==> src/rtl/mem_port_arbiter.sv <==
// Two-requester (instruction fetch / data) arbiter sharing one memory port.
// Fair round-robin on ties, with an abort after TIMEOUT unacknowledged BUSY cycles.
module mem_port_arbiter #(
    parameter int ADDR_W  = 32,
    parameter int DATA_W  = 32,
    parameter int TIMEOUT = 15
) (
    input  logic              clk,
    input  logic              rst,
    input  logic              i_req,
    input  logic [ADDR_W-1:0] i_addr,
    output logic [DATA_W-1:0] i_rdata,
    output logic              i_ack,
    output logic              i_err,
    input  logic              d_req,
    input  logic              d_we,
    input  logic [ADDR_W-1:0] d_addr,
    input  logic [DATA_W-1:0] d_wdata,
    output logic [DATA_W-1:0] d_rdata,
    output logic              d_ack,
    output logic              d_err,
    output logic              mem_req,
    output logic              mem_we,
    output logic [ADDR_W-1:0] mem_addr,
    output logic [DATA_W-1:0] mem_wdata,
    input  logic [DATA_W-1:0] mem_rdata,
    input  logic              mem_ack,
    output logic [1:0]        o_dbg_state
);

    // Handshake: a requester raises req with addr/we/wdata stable and holds them
    // until its one-cycle ack; err and rdata are valid while that ack is high.
    // mem_ack is honoured only while mem_req is high.
    typedef enum logic [1:0] {
        ST_IDLE = 2'd0,
        ST_BUSY = 2'd1,
        ST_DONE = 2'd2
    } state_t;

    localparam logic [7:0] LP_LAST = 8'(TIMEOUT - 1);

    state_t              r_state;
    state_t              w_next;
    logic                r_last_d;
    logic                r_gnt_d;
    logic [7:0]          r_cnt;
    logic                r_mem_req;
    logic                r_mem_we;
    logic [ADDR_W-1:0]   r_mem_addr;
    logic [DATA_W-1:0]   r_mem_wdata;
    logic [DATA_W-1:0]   r_i_rdata;
    logic [DATA_W-1:0]   r_d_rdata;
    logic                r_i_ack;
    logic                r_d_ack;
    logic                r_i_err;
    logic                r_d_err;
    logic                w_grant;
    logic                w_pick_d;
    logic                w_hit;
    logic                w_expire;

    always_ff @(posedge clk or negedge rst) begin
        if (!rst) begin
            r_state <= ST_IDLE;
        end else begin
            r_state <= w_next;
        end
    end

    always_comb begin
        w_next = r_state;
        case (r_state)
            ST_IDLE: if (w_grant) w_next = ST_BUSY;
            ST_BUSY: if (w_hit || w_expire) w_next = ST_DONE;
            ST_DONE: w_next = ST_IDLE;
            default: w_next = ST_IDLE;
        endcase
    end

    // On a tie, D wins unless D was the previous grantee.
    always_comb begin
        w_grant  = 1'b0;
        w_pick_d = 1'b0;
        w_hit    = 1'b0;
        w_expire = 1'b0;
        case (r_state)
            ST_IDLE: begin
                w_grant  = i_req | d_req;
                w_pick_d = d_req & (~i_req | ~r_last_d);
            end
            ST_BUSY: begin
                w_hit    = mem_ack;
                w_expire = ~mem_ack & (r_cnt == LP_LAST);
            end
            default: ;
        endcase
    end

    always_ff @(posedge clk or negedge rst) begin
        if (!rst) begin
            r_last_d    <= 1'b0;
            r_gnt_d     <= 1'b0;
            r_cnt       <= '0;
            r_mem_req   <= 1'b0;
            r_mem_we    <= 1'b0;
            r_mem_addr  <= '0;
            r_mem_wdata <= '0;
            r_i_rdata   <= '0;
            r_d_rdata   <= '0;
            r_i_ack     <= 1'b0;
            r_d_ack     <= 1'b0;
            r_i_err     <= 1'b0;
            r_d_err     <= 1'b0;
        end else begin
            r_i_ack <= 1'b0;
            r_d_ack <= 1'b0;
            r_i_err <= 1'b0;
            r_d_err <= 1'b0;
            if (w_grant) begin
                r_mem_req   <= 1'b1;
                r_mem_we    <= w_pick_d & d_we;
                r_mem_addr  <= w_pick_d ? d_addr : i_addr;
                r_mem_wdata <= w_pick_d ? d_wdata : '0;
                r_gnt_d     <= w_pick_d;
                r_last_d    <= w_pick_d;
                r_cnt       <= '0;
            end else if (w_hit || w_expire) begin
                r_mem_req   <= 1'b0;
                r_mem_we    <= 1'b0;
                r_mem_addr  <= '0;
                r_mem_wdata <= '0;
                if (r_gnt_d) begin
                    r_d_ack <= 1'b1;
                    r_d_err <= w_expire;
                    // A completed store leaves the last load value in place.
                    if (w_expire) r_d_rdata <= '0;
                    else if (!r_mem_we) r_d_rdata <= mem_rdata;
                end else begin
                    r_i_ack   <= 1'b1;
                    r_i_err   <= w_expire;
                    r_i_rdata <= w_expire ? '0 : mem_rdata;
                end
            end else if (r_state == ST_BUSY) begin
                r_cnt <= r_cnt + 8'd1;
            end
        end
    end

    assign i_rdata     = r_i_rdata;
    assign i_ack       = r_i_ack;
    assign i_err       = r_i_err;
    assign d_rdata     = r_d_rdata;
    assign d_ack       = r_d_ack;
    assign d_err       = r_d_err;
    assign mem_req     = r_mem_req;
    assign mem_we      = r_mem_we;
    assign mem_addr    = r_mem_addr;
    assign mem_wdata   = r_mem_wdata;
    assign o_dbg_state = r_state;

endmodule
==> config.mk <==
export PLATFORM = sky130hd
export DESIGN_NAME = mem_port_arbiter
export DESIGN_NICKNAME = d
export VERILOG_FILES = /design/src/rtl/mem_port_arbiter.sv
export SDC_FILE = /design/constraint.sdc
export NUM_CORES = 1
export LEC_CHECK = 0
export CAP_MARGIN = 10
export CELL_PAD_IN_SITES_DETAIL_PLACEMENT = 1
export CELL_PAD_IN_SITES_GLOBAL_PLACEMENT = 1
export CORE_MARGIN = 5
export CORE_UTILIZATION = 31
export CTS_CLUSTER_SIZE = 25
export DETAILED_ROUTE_END_ITERATION = 8
export GPL_ROUTABILITY_DRIVEN = 0
export PLACE_DENSITY = 0.82
export SETUP_SLACK_MARGIN = 0.5
export SLEW_MARGIN = 20
export SYNTH_ARGS = -nofsm -noshare
export SYNTH_HDL_FRONTEND = slang
export SYNTH_SLANG_ARGS = --single-unit
==> constraint.sdc <==
create_clock -name clk -period 2.75 [get_ports clk]
set_clock_uncertainty 0.2 [all_clocks]
set_input_delay 0.4125 -clock clk [delete_from_list [all_inputs] [get_ports clk]]
set_output_delay 0.4125 -clock clk [all_outputs]
set_load 0.005 [all_outputs]
# Yosys cells after proc, flatten, opt, wreduce, memory -nomap -nowiden
# Cells that the tools add are included.
[word_totals] out_inout_bits=136 wordCells=70 regBits=145 inputBits=134
[op_classes] bitwise_logic=9 n_reduce_logical=8 n_mux=33 eq_ne=6 add_sub_neg=1
[op_table] cell="2-to-1 mux 32 bit" count=8
[op_table] cell="2-to-1 mux 8 bit" count=3
[op_table] cell="2-to-1 mux 1 bit" count=19
[op_table] cell="adder 8 x 1 -> 8 bit, second input constant" count=1
[op_table] cell="equality test 8 x 4 -> 1 bit, second input constant" count=1
[op_table] cell="inequality test 2 bit, second input constant" count=3
[op_table] cell="2-to-1 mux 2 bit" count=2
[op_table] cell="NOT 1 bit" count=4
[op_table] cell="one-hot mux 2 bit (2 select lines)" count=1
[op_table] cell="AND reduction 2 bit" count=2
[op_table] cell="AND reduction 4 bit" count=1
[op_table] cell="nonzero test 2 bit" count=2
[op_table] cell="bitwise AND 1 bit" count=3
[op_table] cell="AND reduction 3 bit" count=1
[op_table] cell="equality test 2 x 1 -> 1 bit, second input constant" count=1
[op_table] cell="logical NOT 2 bit" count=1
[op_table] cell="inequality test 2 x 1 -> 1 bit, second input constant" count=1
[op_table] cell="OR 1 bit" count=2
[op_table] cell="logical OR 1 bit" count=1

# Depth between registers and ports, before layout
[depth] depth_word=6 ltp_mapped=8 ltp_nobuf=6

# Worst setup path before layout
# Ideal clock, no wire load.
[synth_path] kind="reg-to-reg" startpoint="register r_cnt[0]" endpoint="register r_mem_addr[2] (netlist: mem_addr[2])" path_slack_ns=0.792 path_stages_with_launch=9 t_arrival_ns=1.621 cell_sequence="dfrtp_1 inv_1 ha_1 or3b_4 o21bai_2 a21oi_1 buf_6 buf_2 o2bb2ai_1"
[synth_between] elab_chain_len=5
[synth_lines] item="start, declared" line_no="46" rtl="logic [7:0] r_cnt;"
[synth_lines] item="start signal, assigned" line_no="144" rtl="r_cnt <= r_cnt + 8'd1;"
[synth_lines] item="equality test 8 x 4 -> 1 bit" line_no="93" rtl="w_expire = ~mem_ack & (r_cnt == LP_LAST);"
[synth_lines] item="bitwise AND 1 bit" line_no="93"
[synth_lines] item="2-to-1 mux 1 bit" line_no="86" rtl="case (r_state)"
[synth_lines] item="logical OR 1 bit" line_no="127" rtl="end else if (w_hit || w_expire) begin"
[synth_lines] item="nonzero test 2 bit (no line)"
[synth_lines] item="end signal, assigned" line_no="122" rtl="r_mem_addr <= w_pick_d ? d_addr : i_addr;"
[synth_lines] item="end, declared" line_no="49" rtl="logic [ADDR_W-1:0] r_mem_addr;"
# Every way passes these cells.
# A chain may end at the register's enable or synchronous reset.

# Worst setup path in the final report
[layout_path] startpoint="register r_cnt[0]" endpoint="register r_i_rdata[2] (netlist: i_rdata[2])"
[layout_between] elab_chain_len=5 word_cells_on_any_way=6
[layout_lines] item="equality test 8 x 4 -> 1 bit (*)" line_no="93"
[layout_lines] item="bitwise AND 1 bit (*)" line_no="93"
[layout_lines] item="2-to-1 mux 1 bit (*)" line_no="86"
[layout_lines] item="logical OR 1 bit" line_no="127"
[layout_lines] item="AND reduction 3 bit (no line)"
[layout_lines] item="end signal, assigned" line_no="141" rtl="r_i_rdata <= w_expire ? '0 : mem_rdata;"
[layout_lines] item="end, declared" line_no="51" rtl="logic [DATA_W-1:0] r_i_rdata;"
# Every way passes the cells marked *; elsewhere a longest branch is shown, timed or not.

==> run metrics <==
switching part of the total=31.1%; fin nets=811; hold-critical path depth=1; Comb power frac=41.2%; H-tree depth reported by CTS=4; min-delay worst type=reg2reg; run status=finished, final reports clean; count of different cell masters after synthesis=38; Max-slew headroom=56.7%; fin. max-slew vios=0; Max-cap violations=0; fraction of layout cells with a size suffix above 1=8.14%; overall routed net length=20.7 mm; slowest cell on the critical path=or3b_4; CP Class=reg2reg; worst path arrival time=2330 ps; flop and latch count out of synthesis=145; P per Cell Area=1090 nW/um2; Post-synth EDFFs=0; post-route minimum period=2230 ps; Int Pwr=6.99 mW; vias in the first global route=5450; max layer used=met4; critical path, cell by cell=inv_1, ha_1, or3b_4, o21bai_4, nand2_2, buf_12, a22o_1; Starting DRT DRC Count=261; critical path capture point type=flop; Post-Layout Inst Area=9300 um2; DR WL met3=960 um; Syn-to-layout area delta=64.8%; multi-input logic area=1890 um2; routed wl met2=10.6 mm; leak pwr=4.04 nW; site row count=49; post-synthesis mux area share=5.68%; post-detail-place hpwl=14.6 mm; unrepaired setup endpoints after global routing=false; overall via count from detail_route=4718; post-synthesis adder-cell area fraction=0.443%; Clock Tree Buf Depth=2; pin count of the biggest net entering global routing=69; TritonCTS Buffers=17; core footprint=18000 um2; Max Clk Rate=449 MHz; Sequential Area=3630 um2; Final setup viols=0; post-synthesis xor/xnor area fraction=0.310%; P_sw=3.16 mW; Worst R2R Path Depth=7; Min Hold Slack=288 ps; Final Hold Viols=0; drc violations=0; worst path bufs/invs=2; CTS tree=built; initial antenna violation count=1; die width=145 um; Worst-Margin Slew=649 ps; Flop pwr share=36.1%; dpl cells=880; area of placed instances=8600 um2; Post-Route M1 WL=8.42 mm; leading cell type in the layout, fill and taps excluded=clkdlybuf4s50_1; Cell Area, Synth=5640 um2; first-pass GRT wire length=32.5 mm; FILL cells=1801; syn avg cell area=14.0 um2; fin util=51.8%; Crit path depth=7; clock share of power=22.7%; post-synthesis async set-or-reset flop share=100%; Compound-Gate Fraction of Synth Area=22.4%; most frequent cells in the layout=clkdlybuf4s50_1, dfrtp_1, a22o_1; die area=21000 um2; Starting Density=31.4%; crit share post-route=81.0%; Die Ht=145 um; crit path max fanout=33; global route overflow=0; predominant post-synthesis flop cell=dfrtp_1; sequential share of the synthesized area=64.3%; post-DR vias/cell=5.14; Routed Antenna Nets=0; Clk Latency, worst-skew pair=420 ps; Root Buffer=clkbuf_16; cell family with most CP delay=simple AND/OR/NAND/NOR gates; Setup TNS=0 ps; Synthesis Warnings=0; net count after synthesis=540; Port-buffer cells=269; GRT Overall Usage=19.3%; Syn Inst Count=404; PnR Total Power=10.1 mW; setup ws final=522 ps; I/O pin cnt=270; required time worst endpoint=2850 ps; max incr delay on CP=430 ps; worst vdd ir=0.505 mV; CTS sink cnt=145; Synth Area in Simple Gates=3.61%; Place WS=296 ps; startpoint types=flop; drt pass-1 iters=4; main combinational cell family by area after synthesis=compound AO/OA/AOI/OAI gates; Post-Layout Cell Count=918; wire length per cell=22.5 um; Reg clk slew, reported paths=60 ps
-- flip-flops by register name, indices dropped and copies added (netlist names), 2 cells and up --
signal,count
d_rdata,32
mem_wdata,32
mem_addr,32
i_rdata,32
r_cnt,8
o_dbg_state,2
-- path summary, 6_finish.rpt --
kind,to,start,slack (ps)
worst max-delay path,i_rdata[2]$_DFFE_PN0P_,r_cnt[0]$_DFFE_PN0P_,520
worst min-delay path,mem_addr[3]$_DFFE_PN0P_,mem_addr[3]$_DFFE_PN0P_,290
worst max register to register,i_rdata[2]$_DFFE_PN0P_,r_cnt[0]$_DFFE_PN0P_,520
worst min register to register,mem_addr[3]$_DFFE_PN0P_,mem_addr[3]$_DFFE_PN0P_,290
max in group asynchronous,d_rdata[5]$_DFFE_PN0P_,rst,1210
min in group asynchronous,mem_addr[20]$_DFFE_PN0P_,rst,400
-- cell usage after synthesis, types with 2 or more instances --
library cell  instances  area [um2]
a21o_1                2        15.0
a21oi_1               5        25.0
a22o_1               97         850
a31oi_1               2        12.5
and2_1                2        12.5
and3_1                2        12.5
buf_2                19        95.1
buf_6                 3        33.8
clkbuf_1             11        41.3
dfrtp_1             145        3630
ha_1                  2        25.0
inv_1                 3        11.3
mux2i_1              32         320
nand2_1               8        30.0
nand3_1               2        10.0
nand4_1               2        12.5
nor2_1                8        30.0
nor3_1                4        20.0
o21ai_0               4        20.0
o2bb2ai_1            32         280
xnor2_1               2        17.5
-- what timing repair did --
action	in CTS	in global routing
endpoints found under the hold margin	65	0
cloned	0	1
pin swaps	1	1
hold buffers	1	0
setup buffers	0	3
setup endpoints to repair	86	66
gates resized for setup	5	4
-- routing by layer --
metal,vias up,track usage [%]
li1,2097,-
met1,2423,23.3
met2,158,32.4
met3,40,5.39
met4,0,8.19
met5,-,0
-- kinds of logic after synthesis --
logic type	count (synthesis)
xor+xnor	2
fa+ha+maj	2
flops	145
compound gates	150
buf+inv	36
mux	32
simple gates	37
-- final cells by class --
cell class | instances | share of cell area, %
multi-input combinational | 223 | 20.3
antenna | 1 | 0.0269
sequential | 145 | 39.0
timing repair buffer | 285 | 31.1
clock buffer | 21 | 4.95
inverter | 3 | 0.121
clock inverter | 11 | 1.40
tap | 229 | 3.08
-- power groups by stage --
stage | Sequential (mW) | Clock (mW) | Combinational (mW)
floorplan | 3.63 | 0 | 1.48
global placement | 3.63 | 0 | 3.95
detailed placement | 3.66 | 0 | 4.12
CTS | 3.67 | 2.37 | 4.17
global route | 3.79 | 2.47 | 4.45
finish | 3.67 | 2.31 | 4.18
No activity file was read; power rests on OpenSTA's default activity.
